[src/rtl/load_store_unit_pkg.sv]
// Shared definitions for the load/store unit: access-size codes, FSM states,
// timeout default and the access legality rule.
package load_store_unit_pkg;

    localparam logic [2:0] LSU_B  = 3'b000;
    localparam logic [2:0] LSU_H  = 3'b001;
    localparam logic [2:0] LSU_W  = 3'b010;
    localparam logic [2:0] LSU_BU = 3'b100;
    localparam logic [2:0] LSU_HU = 3'b101;

    localparam int unsigned LSU_TIMEOUT_DEFAULT = 255;

    typedef enum logic [1:0] {
        LSU_IDLE,
        LSU_REQ,
        LSU_DONE
    } lsu_state_e;

    // Unsigned sizes have no store form; halves and words must be naturally aligned.
    function automatic logic lsu_illegal(input logic       is_load,
                                         input logic       is_store,
                                         input logic [2:0] funct3,
                                         input logic [1:0] addr_lo);
        logic bad;
        bad = is_load & is_store;
        case (funct3)
            LSU_B:   ;
            LSU_H:   bad = bad | addr_lo[0];
            LSU_W:   bad = bad | (|addr_lo);
            LSU_BU:  bad = bad | is_store;
            LSU_HU:  bad = bad | is_store | addr_lo[0];
            default: bad = 1'b1;
        endcase
        return bad;
    endfunction

endpackage

[src/rtl/load_store_unit_if.sv]
// Pipeline-side request/response and memory-side req/ack signals of the load/store unit.
interface load_store_unit_if #(parameter int unsigned n = 32);

    logic         start;
    logic         is_load;
    logic         is_store;
    logic [2:0]   funct3;
    logic [n-1:0] addr;
    logic [n-1:0] wdata_in;
    logic         stall;
    logic         done;
    logic         err;
    logic [n-1:0] load_data;
    logic         mem_req;
    logic         mem_we;
    logic [n-1:0] mem_addr;
    logic [n-1:0] mem_wdata;
    logic [3:0]   mem_be;
    logic         mem_ack;
    logic [n-1:0] mem_rdata;

    modport slave (
        input  start, is_load, is_store, funct3, addr, wdata_in, mem_ack, mem_rdata,
        output stall, done, err, load_data, mem_req, mem_we, mem_addr, mem_wdata, mem_be
    );

    modport master (
        output start, is_load, is_store, funct3, addr, wdata_in, mem_ack, mem_rdata,
        input  stall, done, err, load_data, mem_req, mem_we, mem_addr, mem_wdata, mem_be
    );

endinterface

[src/rtl/load_store_unit_lane_align.sv]
// Byte-lane steering: store data replication and byte enables, load lane
// selection with sign/zero extension. Purely combinational, 32-bit lanes.
module lsu_lane_align
    import load_store_unit_pkg::*;
(
    input  logic [2:0]  st_funct3_i,
    input  logic [1:0]  st_addr_lo_i,
    input  logic [31:0] st_data_i,
    output logic [31:0] st_wdata_o,
    output logic [3:0]  st_be_o,
    input  logic [2:0]  ld_funct3_i,
    input  logic [1:0]  ld_addr_lo_i,
    input  logic [31:0] ld_word_i,
    output logic [31:0] ld_data_o
);

    logic [7:0]  byte_sel;
    logic [15:0] half_sel;

    always_comb begin
        st_wdata_o = st_data_i;
        st_be_o    = 4'b1111;
        case (st_funct3_i)
            LSU_B: begin
                st_wdata_o = {4{st_data_i[7:0]}};
                st_be_o    = 4'b0001 << st_addr_lo_i;
            end
            LSU_H: begin
                st_wdata_o = {2{st_data_i[15:0]}};
                st_be_o    = st_addr_lo_i[1] ? 4'b1100 : 4'b0011;
            end
            default: ;
        endcase
    end

    always_comb begin
        case (ld_addr_lo_i)
            2'd0:    byte_sel = ld_word_i[7:0];
            2'd1:    byte_sel = ld_word_i[15:8];
            2'd2:    byte_sel = ld_word_i[23:16];
            default: byte_sel = ld_word_i[31:24];
        endcase
        half_sel = ld_addr_lo_i[1] ? ld_word_i[31:16] : ld_word_i[15:0];
        case (ld_funct3_i)
            LSU_B:   ld_data_o = {{24{byte_sel[7]}}, byte_sel};
            LSU_H:   ld_data_o = {{16{half_sel[15]}}, half_sel};
            LSU_BU:  ld_data_o = {24'h0, byte_sel};
            LSU_HU:  ld_data_o = {16'h0, half_sel};
            default: ld_data_o = ld_word_i;
        endcase
    end

endmodule

[src/rtl/load_store_unit.sv]
// RV32I memory stage: one outstanding access on a word-wide req/ack memory,
// stalling the pipeline until done and flagging illegal or timed-out accesses.
module load_store_unit
    import load_store_unit_pkg::*;
#(
    parameter int unsigned n       = 32,
    parameter int unsigned TIMEOUT = LSU_TIMEOUT_DEFAULT
) (
    input  logic             clk,
    input  logic             rst,
    load_store_unit_if.slave bus
);

    localparam int unsigned TW = (TIMEOUT > 1) ? $clog2(TIMEOUT) : 1;
    localparam logic [TW-1:0] TMR_LAST = TW'(TIMEOUT - 1);

    lsu_state_e   state_q, state_d;
    logic         mem_we_q, mem_we_d;
    logic [n-1:0] mem_addr_q, mem_addr_d;
    logic [n-1:0] mem_wdata_q, mem_wdata_d;
    logic [3:0]   mem_be_q, mem_be_d;
    logic [n-1:0] load_data_q, load_data_d;
    logic         err_q, err_d;
    logic         is_load_q, is_load_d;
    logic [2:0]   funct3_q, funct3_d;
    logic [1:0]   addr_lo_q, addr_lo_d;
    logic [TW-1:0] tmr_q, tmr_d;

    logic [n-1:0] st_wdata;
    logic [3:0]   st_be;
    logic [n-1:0] ld_data;

    // Store lanes come from the live request; load lanes from the captured one.
    lsu_lane_align u_align (
        .st_funct3_i  (bus.funct3),
        .st_addr_lo_i (bus.addr[1:0]),
        .st_data_i    (bus.wdata_in),
        .st_wdata_o   (st_wdata),
        .st_be_o      (st_be),
        .ld_funct3_i  (funct3_q),
        .ld_addr_lo_i (addr_lo_q),
        .ld_word_i    (bus.mem_rdata),
        .ld_data_o    (ld_data)
    );

    always_comb begin
        state_d     = state_q;
        mem_we_d    = mem_we_q;
        mem_addr_d  = mem_addr_q;
        mem_wdata_d = mem_wdata_q;
        mem_be_d    = mem_be_q;
        load_data_d = load_data_q;
        err_d       = err_q;
        is_load_d   = is_load_q;
        funct3_d    = funct3_q;
        addr_lo_d   = addr_lo_q;
        tmr_d       = tmr_q;
        case (state_q)
            LSU_IDLE: begin
                if (bus.start && (bus.is_load || bus.is_store)) begin
                    if (lsu_illegal(bus.is_load, bus.is_store, bus.funct3, bus.addr[1:0])) begin
                        state_d = LSU_DONE;
                        err_d   = 1'b1;
                    end else begin
                        state_d     = LSU_REQ;
                        err_d       = 1'b0;
                        mem_we_d    = bus.is_store;
                        mem_addr_d  = {bus.addr[n-1:2], 2'b00};
                        mem_wdata_d = st_wdata;
                        mem_be_d    = bus.is_store ? st_be : '0;
                        is_load_d   = bus.is_load;
                        funct3_d    = bus.funct3;
                        addr_lo_d   = bus.addr[1:0];
                        tmr_d       = '0;
                    end
                end
            end
            LSU_REQ: begin
                if (bus.mem_ack) begin
                    state_d = LSU_DONE;
                    if (is_load_q) load_data_d = ld_data;
                end else if (TIMEOUT != 0) begin
                    if (tmr_q == TMR_LAST) begin
                        state_d = LSU_DONE;
                        err_d   = 1'b1;
                    end else begin
                        tmr_d = tmr_q + TW'(1);
                    end
                end
            end
            default: state_d = LSU_IDLE;
        endcase
    end

    always_ff @(posedge clk or negedge rst) begin
        if (!rst) begin
            state_q     <= LSU_IDLE;
            mem_we_q    <= 1'b0;
            mem_addr_q  <= '0;
            mem_wdata_q <= '0;
            mem_be_q    <= '0;
            load_data_q <= '0;
            err_q       <= 1'b0;
            is_load_q   <= 1'b0;
            funct3_q    <= '0;
            addr_lo_q   <= '0;
            tmr_q       <= '0;
        end else begin
            state_q     <= state_d;
            mem_we_q    <= mem_we_d;
            mem_addr_q  <= mem_addr_d;
            mem_wdata_q <= mem_wdata_d;
            mem_be_q    <= mem_be_d;
            load_data_q <= load_data_d;
            err_q       <= err_d;
            is_load_q   <= is_load_d;
            funct3_q    <= funct3_d;
            addr_lo_q   <= addr_lo_d;
            tmr_q       <= tmr_d;
        end
    end

    assign bus.mem_req   = (state_q == LSU_REQ);
    assign bus.stall     = (state_q == LSU_REQ);
    assign bus.done      = (state_q == LSU_DONE);
    assign bus.err       = (state_q == LSU_DONE) & err_q;
    assign bus.load_data = load_data_q;
    assign bus.mem_we    = mem_we_q;
    assign bus.mem_addr  = mem_addr_q;
    assign bus.mem_wdata = mem_wdata_q;
    assign bus.mem_be    = mem_be_q;

endmodule
[src/flat_wrapper.sv]
// flat-port wrapper written by rule: the top's interface ports become plain ports
module load_store_unit_flat import load_store_unit_pkg::*;
#(
    parameter int unsigned n       = 32,
    parameter int unsigned TIMEOUT = LSU_TIMEOUT_DEFAULT
)
  (clk, rst, bus_start, bus_is_load, bus_is_store, bus_funct3, bus_addr, bus_wdata_in, bus_mem_ack, bus_mem_rdata, bus_stall, bus_done, bus_err, bus_load_data, bus_mem_req, bus_mem_we, bus_mem_addr, bus_mem_wdata, bus_mem_be);
  load_store_unit_if #(.n(n)) bus_i ();
  input  logic clk;
  input  logic rst;
  input wire logic [$bits(bus_i.start)-1:0] bus_start;
  input wire logic [$bits(bus_i.is_load)-1:0] bus_is_load;
  input wire logic [$bits(bus_i.is_store)-1:0] bus_is_store;
  input wire logic [$bits(bus_i.funct3)-1:0] bus_funct3;
  input wire logic [$bits(bus_i.addr)-1:0] bus_addr;
  input wire logic [$bits(bus_i.wdata_in)-1:0] bus_wdata_in;
  input wire logic [$bits(bus_i.mem_ack)-1:0] bus_mem_ack;
  input wire logic [$bits(bus_i.mem_rdata)-1:0] bus_mem_rdata;
  output wire logic [$bits(bus_i.stall)-1:0] bus_stall;
  output wire logic [$bits(bus_i.done)-1:0] bus_done;
  output wire logic [$bits(bus_i.err)-1:0] bus_err;
  output wire logic [$bits(bus_i.load_data)-1:0] bus_load_data;
  output wire logic [$bits(bus_i.mem_req)-1:0] bus_mem_req;
  output wire logic [$bits(bus_i.mem_we)-1:0] bus_mem_we;
  output wire logic [$bits(bus_i.mem_addr)-1:0] bus_mem_addr;
  output wire logic [$bits(bus_i.mem_wdata)-1:0] bus_mem_wdata;
  output wire logic [$bits(bus_i.mem_be)-1:0] bus_mem_be;
  assign bus_i.start = bus_start;
  assign bus_i.is_load = bus_is_load;
  assign bus_i.is_store = bus_is_store;
  assign bus_i.funct3 = bus_funct3;
  assign bus_i.addr = bus_addr;
  assign bus_i.wdata_in = bus_wdata_in;
  assign bus_i.mem_ack = bus_mem_ack;
  assign bus_i.mem_rdata = bus_mem_rdata;
  assign bus_stall = bus_i.stall;
  assign bus_done = bus_i.done;
  assign bus_err = bus_i.err;
  assign bus_load_data = bus_i.load_data;
  assign bus_mem_req = bus_i.mem_req;
  assign bus_mem_we = bus_i.mem_we;
  assign bus_mem_addr = bus_i.mem_addr;
  assign bus_mem_wdata = bus_i.mem_wdata;
  assign bus_mem_be = bus_i.mem_be;
  load_store_unit #(.n(n), .TIMEOUT(TIMEOUT)) u_core (.clk(clk), .rst(rst), .bus(bus_i));
endmodule
[config.mk]
export PLATFORM = sky130hd
export DESIGN_NAME = load_store_unit_flat
export DESIGN_NICKNAME = d
export VERILOG_FILES = /design/src/rtl/load_store_unit_pkg.sv /design/src/rtl/load_store_unit_if.sv /design/src/rtl/load_store_unit_lane_align.sv /design/src/rtl/load_store_unit.sv /design/src/flat_wrapper.sv
export SDC_FILE = /design/constraint.sdc
export NUM_CORES = 1
export LEC_CHECK = 0
export CORE_MARGIN = 3
export CORE_UTILIZATION = 30
export DETAILED_ROUTE_END_ITERATION = 8
export DONT_BUFFER_PORTS = 1
export SYNTH_ARGS = -nofsm -noshare
export SYNTH_HDL_FRONTEND = slang
export SYNTH_HIERARCHICAL = 1
export SYNTH_SLANG_ARGS = --single-unit
export TNS_END_PERCENT = 1
[constraint.sdc]
create_clock -name clk -period 1.8 [get_ports clk]
set_clock_uncertainty 0.2 [all_clocks]
set_input_delay 0.45 -clock clk [delete_from_list [all_inputs] [get_ports clk]]
set_output_delay 0.45 -clock clk [all_outputs]
set_load 0.03 [all_outputs]
==> results_dict.tcl, run 1 <==
set metrics [dict create \
    status "finished with violations" \
    violations "negative hold slack, negative setup slack" \
    layout-drive-gt1-share 0.3432 \
    hold_class "in -> async" \
    layout_common_cells "113 x dfrtp_1, 53 x mux2_2, 45 x dlygate4sd3_1" \
    slowest_delay_ns 0.50 \
    first_pass_iters 4 \
    drc 0 \
    maxSlewViolCount 0 \
    ys_seq_area_frac 0.5001 \
    ys_warn_count 6 \
    drtIter0Drc 172 \
    setup_slack_ns -0.1493 \
    place_congestion 0.8107 \
    crit_buf_inv 1 \
    synthAdderAreaFrac 0.004311 \
    setup_viol 76 \
    cts.sinks 116 \
    overflow 0 \
    clockBufferDepth 2 \
    grt_pass1_vias 4628 \
    antenna_found_initial 0 \
    rsz0062_at_grt "true" \
    combinationalPowerShare 0.233 \
    crit_fanout 16 \
    ys.flop_type "dfrtp_1" \
    die_w_um 145.1 \
    critPathTopFamily "simple AND/OR/NAND/NOR gates" \
    p_leak_nw 3.358 \
    async_flop_share 1.000 \
    track_usage 0.1504 \
    startpoint_type "flip-flop" \
    via_count 4124 \
    final_nets 668 \
    die-height_um 145.1 \
    numPortBuffers 0 \
    max_freq_mhz 513.0 \
    netlist_instances 490 \
    dp_hpwl_um 11010 \
    clk_pin_slew_worst_paths_ns 0.06 \
    endpoint_kind "flip-flop" \
    ant_nets 0 \
    synth_edf_count 0 \
    detail_route.wl_per_cell_um 18.88 \
    rows 50 \
    switchingPower_mw 5.151 \
    ys_ff_latch 116 \
    relSlewSlack 0.6644 \
    synth_mux_area_frac 0.2494 \
    routed_wl_um 15760 \
    synth_area_mm2 0.005804 \
    ff_latch_area_mm2 0.002907 \
    grt_max_degree 117 \
    dp_slack_ns -0.3508 \
    via_per_inst 4.939 \
    cp_data_required_time_ns 1.94 \
    cts_hold_buf 45 \
    final_hold_viol_count 116 \
    setup_tns_ns -4.747 \
    worst_hold_slack_ns -0.4572 \
    synth_compound_area_frac 0.09636 \
    synth_top_family_by_area "multiplexers" \
    fin_crit_ns 1.949 \
    synth-xor-area-share 0.004527 \
    power_frac_clock 0.270 \
    intPower_mw 7.504 \
    synth.avg_cell_area_um2 11.85 \
    power_frac_seq 0.497 \
    worstSetupPathType "reg -> reg" \
    io_pins 210 \
    final_common_cell "dfrtp_1" \
    path_cells "buf_4 > a22o_1 > or3_4 > o21ai_0 > mux2_2" \
    h-tree-depth 4 \
    multiInputGateArea_mm2 0.002794 \
    fillers 1800 \
    period_share 1.083 \
    slowest_stage "or3_4" \
    worstPathArrival_ns 2.09 \
    vdd_drop_max_v 0.0006979 \
    synthSimpleGateAreaFrac 0.09161 \
    clock_latency_ns 0.40 \
    fp.coreArea_mm2 0.01883 \
    power_density_mw_per_mm2 1666 \
    drv_cap 0 \
    fp.dieArea_mm2 0.02105 \
    ys_types 46 \
    initial_utilization 0.3082 \
    cts_made_buffers 17 \
    grt_first_pass_wirelength_um 25230 \
    worst_pin_slew_ns 0.4966 \
    syn2layout_area_growth_pct 30.87 \
    cts_tree "yes" \
    sw_frac_of_total 0.4071 \
    cts_root_buf "clkbuf_16" \
]
synthesized netlist by cell type (all sizes together), types with 3 or more instances:
library cell	number	area (um2)
xor2	3	26.28
nor3	4	30.03
buf	28	220.2
dfrtp	116	2903
a21oi	27	135.1
nor2b	21	131.4
o21ai	32	197.7
mux2i	13	130.1
a221o	9	90.09
nor2	20	75.07
inv	13	48.80
and2	3	18.77
mux2	117	1318
nand2b	8	50.05
or3	3	23.77
nand2	31	116.4
clkbuf	10	38.78
nand3	3	15.01
area by class of cell:
class | count | share of cell area
tap | 260 | 0.04283
timing repair buffer | 89 | 0.1207
clock inverter | 13 | 0.02092
inverter | 13 | 0.006424
multi-input combinational | 324 | 0.3678
antenna | 1 | 0.0003294
clock buffer | 19 | 0.05831
sequential | 116 | 0.3826
cells by family after synthesis:
logic type / count (synthesis)
other: 1
AOI/OAI and AO/OA: 85
muxes: 130
buffers and inverters: 51
xor gates and xnor gates: 3
DFF: 116
adders and majority gates: 2
and+or+nand+nor: 102
metrics by stage:
stage	hold slack, ns	util	total power [mW]	cell area [um2]	std cells
4_1_cts	-0.4827	0.3991	12.65	7516	834
2_1_floorplan	-0.04559	-	7.896	5809	491
6_report	-0.4572	0.4034	12.65	7596	835
5_1_grt	-0.4893	0.4033	13.31	7594	834
3_3_place_gp	-0.04001	0.3312	8.684	6236	752
3_5_place_dp	-0.04028	0.3312	8.815	6236	752
power by group through the flow:
stage / clock, mW / combinational, mW / sequential (mW)
5_1_grt: 3.65 / 3.23 / 6.43
4_1_cts: 3.50 / 2.84 / 6.31
3_3_place_gp: 0 / 2.39 / 6.29
3_5_place_dp: 0 / 2.50 / 6.32
2_1_floorplan: 0 / 1.91 / 5.98
6_report: 3.42 / 2.94 / 6.29
worst paths after layout:
| check | startpoint | depth (start not counted) | endpoint | slack [ns] |
|---|---|---|---|---|
| min in group clk | bus_addr[1] | 3 | u_core/bus.mem_be[1] | 0.08 |
| worst max register to register | u_core/addr_lo_q[0] | 5 | u_core/bus.load_data[30] | -0.15 |
| worst min register to register | u_core/err_q | 2 | u_core/err_q | 0.32 |
| worst max-delay path | u_core/addr_lo_q[0] | 5 | u_core/bus.load_data[30] | -0.15 |
| worst min-delay path | rst | 0 | u_core/bus.load_data[15] | -0.46 |
| max in group asynchronous | rst | 0 | u_core/bus.mem_addr[20] | 1.70 |
sequential cells by signal (all words and copies together), names as in the netlist:
signal	cells
u_core/funct3_q	3
u_core/bus.mem_wdata	32
u_core/err_q	1
u_core/tmr_q	8
u_core/bus.mem_be	4
u_core/bus.mem_we	1
u_core/bus.load_data	32
u_core/state_q	2
u_core/addr_lo_q	2
u_core/is_load_q	1
u_core/bus.mem_addr	30
worst register-to-register path, cell delays in order (launching register included):
cell	delay, ns
dfrtp_2	0.45
buf_4	0.16
a22o_1	0.21
or3_4	0.50
o21ai_0	0.18
mux2_2	0.20
per-layer routing:
layer / vias to the layer above / part of all wire / track usage
met1: 2048 / 0.39 / 0.1673
met4: 0 / 0.018 / 0.05081
met2: 180 / 0.50 / 0.2587
li1: 1870 / - / -
met5: - / 0 / 0
met3: 26 / 0.097 / 0.06496
repair_timing:
action                     in CTS  in global routing
cloned                          1                  0
hold endpoints to repair      165                116
buffers inserted                4                  0
gates resized for setup        51                 21
setup endpoints to repair      48                115
pin swaps                      10                  0
No activity file was read; power rests on OpenSTA's default activity.
==> run 2, diff against run 1 <==
--- a/config.mk
+++ b/config.mk
@@ -5,7 +5,6 @@
 export SDC_FILE = /design/constraint.sdc
 export NUM_CORES = 1
 export LEC_CHECK = 0
-export CORE_MARGIN = 3
 export CORE_UTILIZATION = 30
 export DETAILED_ROUTE_END_ITERATION = 8
 export DONT_BUFFER_PORTS = 1
==> run 2 against run 1 <==
  * The flow still finishes with violations (negative hold slack, negative setup slack)
  * Non-clock buffer count up 9
  * Clock power down 7.3%
  * Fmax down 0.69%
  * Cell count up 0.96%
  * Critical path type is now reg -> out
  * Largest power group unchanged
==> results_dict.tcl, run 2 (synthesis results as in run 1) <==
set metrics [dict create \
    cts_root_buf "clkbuf_16" \
    hold_class "in -> async" \
    cts_made_buffers 17 \
    place_congestion 0.8437 \
    numPortBuffers 0 \
    rsz0062_at_grt "true" \
    overflow 0 \
    fin_crit_ns 1.963 \
    intPower_mw 7.246 \
    worstSetupPathType "reg -> out" \
    fillers 1814 \
    power_frac_seq 0.503 \
    setup_viol 94 \
    first_pass_iters 4 \
    syn2layout_area_growth_pct 31.32 \
    max_freq_mhz 509.4 \
    drc 0 \
    fp.coreArea_mm2 0.01883 \
    h-tree-depth 4 \
    worst_hold_slack_ns -0.4543 \
    period_share 1.091 \
    drtIter0Drc 139 \
    layout-drive-gt1-share 0.3293 \
    setup_slack_ns -0.1629 \
    cp_data_required_time_ns 1.15 \
    clk_pin_slew_worst_paths_ns 0.06 \
    fp.dieArea_mm2 0.01991 \
    grt_pass1_vias 4488 \
    die-height_um 141.1 \
    io_pins 210 \
    startpoint_type "flip-flop" \
    p_leak_nw 3.356 \
    dp_hpwl_um 10850 \
    power_mw 12.48 \
    final_hold_viol_count 116 \
    ant_nets 0 \
    diodes 0 \
    grt_first_pass_wirelength_um 24160 \
    clockBufferDepth 2 \
    dp.cells 758 \
    cts.sinks 116 \
    cts_tree "yes" \
    multiInputGateArea_mm2 0.002774 \
    violations "negative hold slack, negative setup slack" \
    sw_frac_of_total 0.4195 \
    fin_cells 843 \
    status "finished with violations" \
    clock_latency_ns 0.41 \
    via_per_inst 4.930 \
    final_common_cell "dfrtp_1" \
    track_usage 0.1584 \
    drv_cap 0 \
    power_frac_clock 0.254 \
    via_count 4156 \
    utilization 0.4048 \
    power_density_mw_per_mm2 1638 \
    die_w_um 141.1 \
    routed_wl_um 15340 \
    rows 50 \
    detail_route.wl_per_cell_um 18.20 \
    grt_max_degree 117 \
    final_nets 677 \
    antenna_found_initial 0 \
    vdd_drop_max_v 0.0007076 \
    cts_hold_buf 45 \
    ff_latch_area_mm2 0.002908 \
    endpoint_kind "output pin" \
    setup_tns_ns -6.054 \
    worstPathArrival_ns 1.31 \
    layout_common_cells "112 x dfrtp_1, 52 x mux2_1, 46 x mux2_2" \
    initial_utilization 0.3082 \
    crit_fanout 3 \
    switchingPower_mw 5.236 \
    combinationalPowerShare 0.244 \
    maxSlewViolCount 0 \
]
[run 2: cell types whose count changed in the layout (fill, tap and decap cells not counted), sizes merged]
cell	previous run	this run
inv	13	17
clkinvlp	3	7
buf	44	53
clkinv	7	3
clkbuf	19	17
diode	1	0
bufinv	3	1
[run 2: routing by layer]
layer | GRT usage | part of all wire | vias up
met5 | 0 | 0 | -
met4 | 0.06407 | 0.021 | 0
met3 | 0.05503 | 0.080 | 21
met2 | 0.2637 | 0.49 | 170
met1 | 0.1860 | 0.41 | 2073
li1 | - | - | 1892
[run 2: cell type report]
type | instances | area share
multi-input combinational | 324 | 0.3639
tap | 260 | 0.04268
clock buffer | 17 | 0.05581
sequential | 116 | 0.3815
inverter | 13 | 0.006730
clock inverter | 15 | 0.01740
timing repair buffer | 98 | 0.1320
[run 2: critical path: stages (launching register included)]
cell,delay [ns]
dfrtp_2,0.42
buf_6,0.13
inv_4,0.05
nor2_4,0.04
and2_4,0.13
buf_12,0.13
[run 2: path summary, 6_finish.rpt]
kind	from	endpoint	slack, ns	cells after the start
hold reg to reg	u_core/err_q	u_core/err_q	0.31	2
hold / removal	rst	u_core/bus.load_data[9]	-0.45	0
min in group clk	bus_addr[1]	u_core/bus.mem_be[0]	0.07	3
max in group asynchronous	rst	u_core/bus.mem_addr[30]	1.67	0
setup / recovery	u_core/state_q[1]	bus_err	-0.16	5
setup reg to reg	u_core/addr_lo_q[0]	u_core/bus.load_data[17]	-0.15	6
[run 2: metrics by stage]
stage	instance area, um2	worst slack [ns]
floorplan	5809	-0.1799
global placement	6319	-0.3405
detailed placement	6319	-0.3313
CTS	7457	-0.1862
global route	7622	-0.2185
finish	7622	-0.1629
[run 2: timing repair]
item | in CTS | in global routing
endpoints found under the setup margin | 68 | 115
endpoints found under the hold margin | 165 | 116
setup buffers | 4 | 4
pin swaps | 4 | 2
resized for setup | 36 | 34
[run 2: power by group through the flow]
stage	clock network [mW]	registers (mW)	logic, mW
after floorplan	0	5.98	1.91
after global placement	0	6.29	2.48
after detailed placement	0	6.31	2.58
after CTS	3.27	6.29	2.82
after global routing	3.37	6.41	3.32
final	3.17	6.28	3.04
